==> src/rtl/load_store_unit_if.sv <==
// Bus between the memory pipeline stage, the load/store unit and data_memory.
// The slave side is the load/store unit; the master side is core + memory.
interface load_store_unit_if;
    // Upstream request handshake
    logic        REQ;
    logic        STORE;
    logic [2:0]  FUNCT3;
    logic [31:0] ADDR;
    logic [31:0] WDATA;
    logic        BUSY;
    logic        DONE;
    logic        ERR;
    logic [31:0] RDATA;
    // Word-only data_memory port (registered read data)
    logic        MEM_WE;
    logic [31:0] MEM_A;
    logic [31:0] MEM_WD;
    logic [31:0] MEM_RD;

    modport slave (
        input  REQ, STORE, FUNCT3, ADDR, WDATA, MEM_RD,
        output BUSY, DONE, ERR, RDATA, MEM_WE, MEM_A, MEM_WD
    );

    modport master (
        output REQ, STORE, FUNCT3, ADDR, WDATA, MEM_RD,
        input  BUSY, DONE, ERR, RDATA, MEM_WE, MEM_A, MEM_WD
    );
endinterface

==> src/rtl/load_store_unit.sv <==
// Load/store sequencer: adapts RISC-V byte/half/word accesses to a word-only,
// big-endian data memory with one-cycle registered read data. Sub-word stores
// are done as read-modify-write. One request in flight at a time.
module load_store_unit (
    input  logic              CLK,
    input  logic              RST_N,
    load_store_unit_if.slave  bus
);
    typedef enum logic [1:0] {IDLE, READ, CAPTURE, WRITE} state_t;

    localparam logic [2:0] F3_B  = 3'b000;
    localparam logic [2:0] F3_H  = 3'b001;
    localparam logic [2:0] F3_W  = 3'b010;
    localparam logic [2:0] F3_BU = 3'b100;
    localparam logic [2:0] F3_HU = 3'b101;

    state_t      state, state_d;
    logic        store_q;
    logic [2:0]  funct3_q;
    logic [1:0]  off_q;
    logic [15:0] wdata_q;
    logic        done_q, done_d;
    logic        err_q, err_d;
    logic        mem_we_q, mem_we_d;
    logic [31:0] rdata_q, rdata_d;
    logic [31:0] mem_a_q, mem_a_d;
    logic [31:0] mem_wd_q, mem_wd_d;
    logic        accept;
    logic        req_err;

    // Illegal funct3 for the direction, or an access not aligned to its size.
    function automatic logic is_illegal(logic st, logic [2:0] f3, logic [1:0] off);
        logic bad_f3;
        logic misaligned;
        if (st) bad_f3 = !(f3 inside {F3_B, F3_H, F3_W});
        else    bad_f3 = !(f3 inside {F3_B, F3_H, F3_W, F3_BU, F3_HU});
        misaligned = ((f3[1:0] == 2'b01) && off[0]) || ((f3[1:0] == 2'b10) && (off != 2'b00));
        return bad_f3 || misaligned;
    endfunction

    // Big-endian lane select plus sign/zero extension of a loaded word.
    function automatic logic [31:0] extract(logic [2:0] f3, logic [1:0] off, logic [31:0] word);
        logic [7:0]  b;
        logic [15:0] h;
        case (off)
            2'd0:    b = word[31:24];
            2'd1:    b = word[23:16];
            2'd2:    b = word[15:8];
            default: b = word[7:0];
        endcase
        h = off[1] ? word[15:0] : word[31:16];
        case (f3)
            F3_B:    return {{24{b[7]}}, b};
            F3_BU:   return {24'h0, b};
            F3_H:    return {{16{h[15]}}, h};
            F3_HU:   return {16'h0, h};
            default: return word;
        endcase
    endfunction

    // Replace only the addressed byte/half lane of the word read back.
    function automatic logic [31:0] merge(logic [2:0] f3, logic [1:0] off, logic [31:0] word, logic [15:0] wd);
        logic [31:0] m;
        m = word;
        if (f3 == F3_H) begin
            if (off[1]) m[15:0]  = wd;
            else        m[31:16] = wd;
        end else begin
            case (off)
                2'd0:    m[31:24] = wd[7:0];
                2'd1:    m[23:16] = wd[7:0];
                2'd2:    m[15:8]  = wd[7:0];
                default: m[7:0]   = wd[7:0];
            endcase
        end
        return m;
    endfunction

    assign accept  = bus.REQ && (state == IDLE);
    assign req_err = is_illegal(bus.STORE, bus.FUNCT3, bus.ADDR[1:0]);

    // Next state and next values of every registered output.
    always_comb begin
        // NOTE: every target gets a default first so no path leaves it unassigned (no latch).
        state_d  = state;
        done_d   = 1'b0;
        err_d    = 1'b0;
        mem_we_d = 1'b0;
        mem_wd_d = 32'h0;
        rdata_d  = rdata_q;
        mem_a_d  = mem_a_q;
        case (state)
            IDLE: begin
                if (bus.REQ) begin
                    if (req_err) begin
                        done_d = 1'b1;
                        err_d  = 1'b1;
                    end else begin
                        mem_a_d = {bus.ADDR[31:2], 2'b00};
                        if (bus.STORE && (bus.FUNCT3 == F3_W)) begin
                            state_d  = WRITE;
                            mem_we_d = 1'b1;
                            mem_wd_d = bus.WDATA;
                        end else begin
                            state_d = READ;
                        end
                    end
                end
            end
            READ: state_d = CAPTURE;
            CAPTURE: begin
                if (!store_q) begin
                    rdata_d = extract(funct3_q, off_q, bus.MEM_RD);
                    done_d  = 1'b1;
                    state_d = IDLE;
                end else begin
                    // The write-data register doubles as the merge register.
                    mem_wd_d = merge(funct3_q, off_q, bus.MEM_RD, wdata_q);
                    mem_we_d = 1'b1;
                    state_d  = WRITE;
                end
            end
            WRITE: begin
                done_d  = 1'b1;
                state_d = IDLE;
            end
            default: state_d = IDLE;
        endcase
    end

    // State register and registered outputs, synchronous active-low reset.
    always_ff @(posedge CLK) begin
        // NOTE: sequential state uses non-blocking assignments so all registers update together.
        if (!RST_N) begin
            state    <= IDLE;
            done_q   <= 1'b0;
            err_q    <= 1'b0;
            mem_we_q <= 1'b0;
            rdata_q  <= 32'h0;
            mem_a_q  <= 32'h0;
            mem_wd_q <= 32'h0;
        end else begin
            state    <= state_d;
            done_q   <= done_d;
            err_q    <= err_d;
            mem_we_q <= mem_we_d;
            rdata_q  <= rdata_d;
            mem_a_q  <= mem_a_d;
            mem_wd_q <= mem_wd_d;
        end
    end

    // Request fields latched at acceptance for use in later states.
    always_ff @(posedge CLK) begin
        // NOTE: pure datapath capture, only read after an acceptance, so no reset is needed.
        if (accept) begin
            store_q  <= bus.STORE;
            funct3_q <= bus.FUNCT3;
            off_q    <= bus.ADDR[1:0];
            wdata_q  <= bus.WDATA[15:0];
        end
    end

    assign bus.BUSY   = (state != IDLE);
    assign bus.DONE   = done_q;
    assign bus.ERR    = err_q;
    assign bus.RDATA  = rdata_q;
    assign bus.MEM_WE = mem_we_q;
    assign bus.MEM_A  = mem_a_q;
    assign bus.MEM_WD = mem_wd_q;
endmodule

==> src/flat_wrapper.sv <==
// flat-port wrapper written by rule: the top's interface ports become plain ports
module load_store_unit_flat 
  (CLK, RST_N, bus_REQ, bus_STORE, bus_FUNCT3, bus_ADDR, bus_WDATA, bus_MEM_RD, bus_BUSY, bus_DONE, bus_ERR, bus_RDATA, bus_MEM_WE, bus_MEM_A, bus_MEM_WD);
  load_store_unit_if bus_i ();
  input  logic CLK;
  input  logic RST_N;
  input wire logic [$bits(bus_i.REQ)-1:0] bus_REQ;
  input wire logic [$bits(bus_i.STORE)-1:0] bus_STORE;
  input wire logic [$bits(bus_i.FUNCT3)-1:0] bus_FUNCT3;
  input wire logic [$bits(bus_i.ADDR)-1:0] bus_ADDR;
  input wire logic [$bits(bus_i.WDATA)-1:0] bus_WDATA;
  input wire logic [$bits(bus_i.MEM_RD)-1:0] bus_MEM_RD;
  output wire logic [$bits(bus_i.BUSY)-1:0] bus_BUSY;
  output wire logic [$bits(bus_i.DONE)-1:0] bus_DONE;
  output wire logic [$bits(bus_i.ERR)-1:0] bus_ERR;
  output wire logic [$bits(bus_i.RDATA)-1:0] bus_RDATA;
  output wire logic [$bits(bus_i.MEM_WE)-1:0] bus_MEM_WE;
  output wire logic [$bits(bus_i.MEM_A)-1:0] bus_MEM_A;
  output wire logic [$bits(bus_i.MEM_WD)-1:0] bus_MEM_WD;
  assign bus_i.REQ = bus_REQ;
  assign bus_i.STORE = bus_STORE;
  assign bus_i.FUNCT3 = bus_FUNCT3;
  assign bus_i.ADDR = bus_ADDR;
  assign bus_i.WDATA = bus_WDATA;
  assign bus_i.MEM_RD = bus_MEM_RD;
  assign bus_BUSY = bus_i.BUSY;
  assign bus_DONE = bus_i.DONE;
  assign bus_ERR = bus_i.ERR;
  assign bus_RDATA = bus_i.RDATA;
  assign bus_MEM_WE = bus_i.MEM_WE;
  assign bus_MEM_A = bus_i.MEM_A;
  assign bus_MEM_WD = bus_i.MEM_WD;
  load_store_unit u_core (.CLK(CLK), .RST_N(RST_N), .bus(bus_i));
endmodule
==> config.mk <==
export PLATFORM = sky130hd
export DESIGN_NAME = load_store_unit_flat
export DESIGN_NICKNAME = d
export VERILOG_FILES = /design/src/rtl/load_store_unit_if.sv /design/src/rtl/load_store_unit.sv /design/src/flat_wrapper.sv
export SDC_FILE = /design/constraint.sdc
export NUM_CORES = 1
export LEC_CHECK = 0
export ABC_AREA = 1
export CORE_MARGIN = 2
export CORE_UTILIZATION = 42
export DETAILED_ROUTE_END_ITERATION = 10
export MAX_ROUTING_LAYER = met4
export PLACE_DENSITY = 0.78
export SETUP_SLACK_MARGIN = 0.1
export SYNTH_ARGS = -nofsm -noshare
export SYNTH_HDL_FRONTEND = slang
export SYNTH_SLANG_ARGS = --single-unit
==> constraint.sdc <==
create_clock -name CLK -period 1.49 [get_ports CLK]
set_clock_uncertainty 0.05 [all_clocks]
set_input_delay 0.298 -clock CLK [delete_from_list [all_inputs] [get_ports CLK]]
set_output_delay 0.298 -clock CLK [all_outputs]
set_load 0.1 [all_outputs]
==> out/qor.yml <==
hold_class: "input port to flop"
status: "complete, but fails checks"
clock_path_buffers: 2
fin_ws_ns: -0.315
ys_seq_area_share_pct: 44.4
clockRootBuffer: "clkbuf_16"
synth_area_um2: 5960
p_clk_share_pct: 39.2
yosysWarnings: 0
synth-edff-count: 22
synth.most_common_cell: "nand2_1"
reg2reg_slack_ns: -0.31
route.met2.wl_mm: 14.4
crit_slowest_cell: "dfxtp_2"
drtIter0Drc: 1206
slew_viol_final: 0
crit_arrival_ns: 2.09
hold_violations: 0
grt_pass1_wl_mm: 38.5
routedWlPerCell_um: 23.9
slowest_delay_ns: 0.34
final_nets: 1154
final_cells: 1243
yosys.area.top_type: "dfxtp_1"
critPathCapture: "u_core.bus.MEM_A[16]"
layout-drive-gt1-share_pct: 39.7
synth_common_cells: "134 x nand2_1, 99 x dfxtp_1, 75 x a21oi_1, 75 x nand3_1, 75 x o21ai_0"
synth_top_area_share_pct: 33.3
n_antenna_cell: 0
fmax_mhz: 554
synth.avg_cell_area_um2: 7.66
synth_top_flop_cell: "dfxtp_1"
cts_buffers: 17
powerDensity_nw_per_um2: 871
peakVddDrop_mv: 0.921
gp_congestion: 0.952
cts.sinks: 121
pre_cts_slack_ns: -0.489
wl_met1_mm: 10.5
crit_path_start: "u_core.state[0]"
min_period_ns: 1.80
finalSetupViolCount: 96
grt.overflow.total: 0
path_cells: "or2_4 -> nor2_4 -> buf_8 -> buf_6 -> clkbuf_16 -> nand3_2 -> a21oi_1"
p_leak_nw: 4.67
grt_max_degree: 37
r2r_start: "u_core.state[0]"
power_frac_seq_pct: 34.8
rows: 43
drv_cap: 0
clk_latency_ns: 0.43
wl_met3_mm: 3.62
critPathKind: "flop to flop"
dp_hpwl_mm: 16.7
synth_area_leaders: "dfxtp_1 33%, edfxtp_1 11%, nand2_1 8.4%"
firstDrtPassIters: 7
final.fill_count: 674
worstSetupEndpointType: "flop"
ff2ff_path_depth: 7
p_switching_mw: 3.19
cp-start-kind: "flop"
ioPinCount: 203
num_vias: 7582
portBuffers: 200
synth_seq_cells: 121
power_mw: 10.2
initial_core_util_pct: 42.9
drcViolationCount: 0
die_height_um: 123
die_w_um: 123
via_per_inst: 6.10
highest_layer: "met4"
ys_types: 28
failed_checks: "setup timing"
cts_tree: "built"
dieArea_um2: 15200
p_int_mw: 7.01
place_inst: 1171
area_growth_pct: 96.6
grtUsageTotal_pct: 35.0
async_flop_share_pct: 0
switching_share_pct: 31.3
antenna_found_initial: 0
core_area_um2: 13900
ant_nets: 0
path_clk_slew_ns: 0.06
cp.required_ns: 1.77
wirelength_mm: 29.8
rsz0062_at_grt: "yes"
synth_cells: 778
grt_pass1_vias: 7084
htree_levels: 4
combPwrFrac_pct: 26.0
worst_r2r_endpoint: "u_core.bus.MEM_A[16]"
fin_crit_sh_pct: 121
critPathMaxFanout: 7
power by group through the flow:
stage	clock, mW	combinational, mW	sequential (mW)
after global placement	0	1.95	3.59
after floorplan	0	0.672	3.93
after CTS	3.93	2.28	3.53
after detailed placement	0	1.97	3.59
after global routing	4.12	2.73	3.55
final	4.00	2.66	3.54
layout make-up:
class,instances,area (µm²),share of cell area (%)
repair buffers,317,4530,38.7
multi-input cells,517,3430,29.2
flip-flops and latches,121,2680,22.9
clock buffers,23,478,4.08
inverters,77,294,2.51
well taps,180,225,1.92
clock inverters,8,73.8,0.630
layer usage:
metal,global-route usage [%],up-vias
li1,-,3257
met1,40.8,3573
met2,55.7,635
met3,11.4,117
met4,14.8,0
met5,-,-
state kept, by name, indices dropped and copies added, names as in the netlist, 2 cells and up:
signal             flops
u_core.bus.RDATA      32
u_core.wdata_q        16
u_core.state           2
u_core.bus.MEM_WD     32
u_core.bus.MEM_A      30
u_core.funct3_q        3
u_core.off_q           2
cells by family (layout without fill, tap and decap cells):
family          count (synthesis)  in the layout  synth area share [%]
flops                         121            121                  44.4
buf+inv                       142            425                  10.6
simple gates                  270            271                  20.7
other cells                     1              2                0.0629
compound gates                244            244                  24.3
per-stage QoR:
stage	hold slack (ns)	util (%)	setup TNS (ns)	area, µm²
2_1_floorplan	0.347	-	0	6030
3_3_place_gp	0.435	69.7	-35.20	9670
3_5_place_dp	0.440	69.7	-37.50	9670
4_1_cts	0.150	78.9	-1.24	11000
5_1_grt	0.167	84.4	-14.03	11700
6_report	0.162	84.4	-9.17	11700
placed cells by master (no fill, tap or decap), types with 3 or more instances in the layout:
| cell | instances |
|---|---|
| a21oi_1 | 25 |
| a21oi_2 | 49 |
| buf_12 | 115 |
| buf_16 | 8 |
| buf_4 | 55 |
| buf_6 | 21 |
| buf_8 | 6 |
| clkbuf_1 | 3 |
| clkbuf_16 | 24 |
| clkbuf_8 | 3 |
| clkdlybuf4s50_1 | 97 |
| clkinv_2 | 4 |
| dfxtp_1 | 68 |
| dfxtp_2 | 30 |
| dlymetal6s2s_1 | 3 |
| edfxtp_1 | 22 |
| inv_1 | 70 |
| inv_2 | 6 |
| nand2_1 | 103 |
| nand2_2 | 16 |
| nand2_4 | 15 |
| nand3_1 | 43 |
| nand3_2 | 23 |
| nand3_4 | 12 |
| nand4_1 | 33 |
| nor2_1 | 9 |
| nor2_2 | 5 |
| nor2_4 | 6 |
| o211ai_1 | 63 |
| o21ai_0 | 54 |
| o21ai_1 | 16 |
| o21ai_2 | 4 |
| o21bai_1 | 24 |
| o22ai_2 | 5 |
critical path, delay by kind of cell, from the launching register on:
kind                   cells  cell delay [ns]
buffers and inverters      3             0.50
and+or+nand+nor            3             0.57
DFF                        1             0.34
AOI/OAI and AO/OA          1             0.24
worst min path at each step:
stage | start | to | slack, ns | cells past startpoint
after global placement | u_core.bus.MEM_A[29] | u_core.bus.MEM_A[29] | 0.44 | 2
after detailed placement | u_core.state[1] | u_core.bus.DONE | 0.44 | 2
after CTS | bus_FUNCT3[1] | u_core.funct3_q[1] | 0.15 | 1
after global routing | bus_FUNCT3[2] | u_core.funct3_q[2] | 0.17 | 2
after floorplan | bus_FUNCT3[0] | u_core.funct3_q[0] | 0.35 | 0
final | bus_ADDR[1] | u_core.off_q[1] | 0.16 | 2
timing repair:
action | 4_1_cts | 5_1_grt
buffers inserted | 13 | 7
gates cloned | 13 | 8
pin swaps | 46 | 90
hold buffers | 0 | 0
resized for setup | 113 | 139
endpoints found under the setup margin | 105 | 124
No activity file was read; power rests on OpenSTA's default activity.
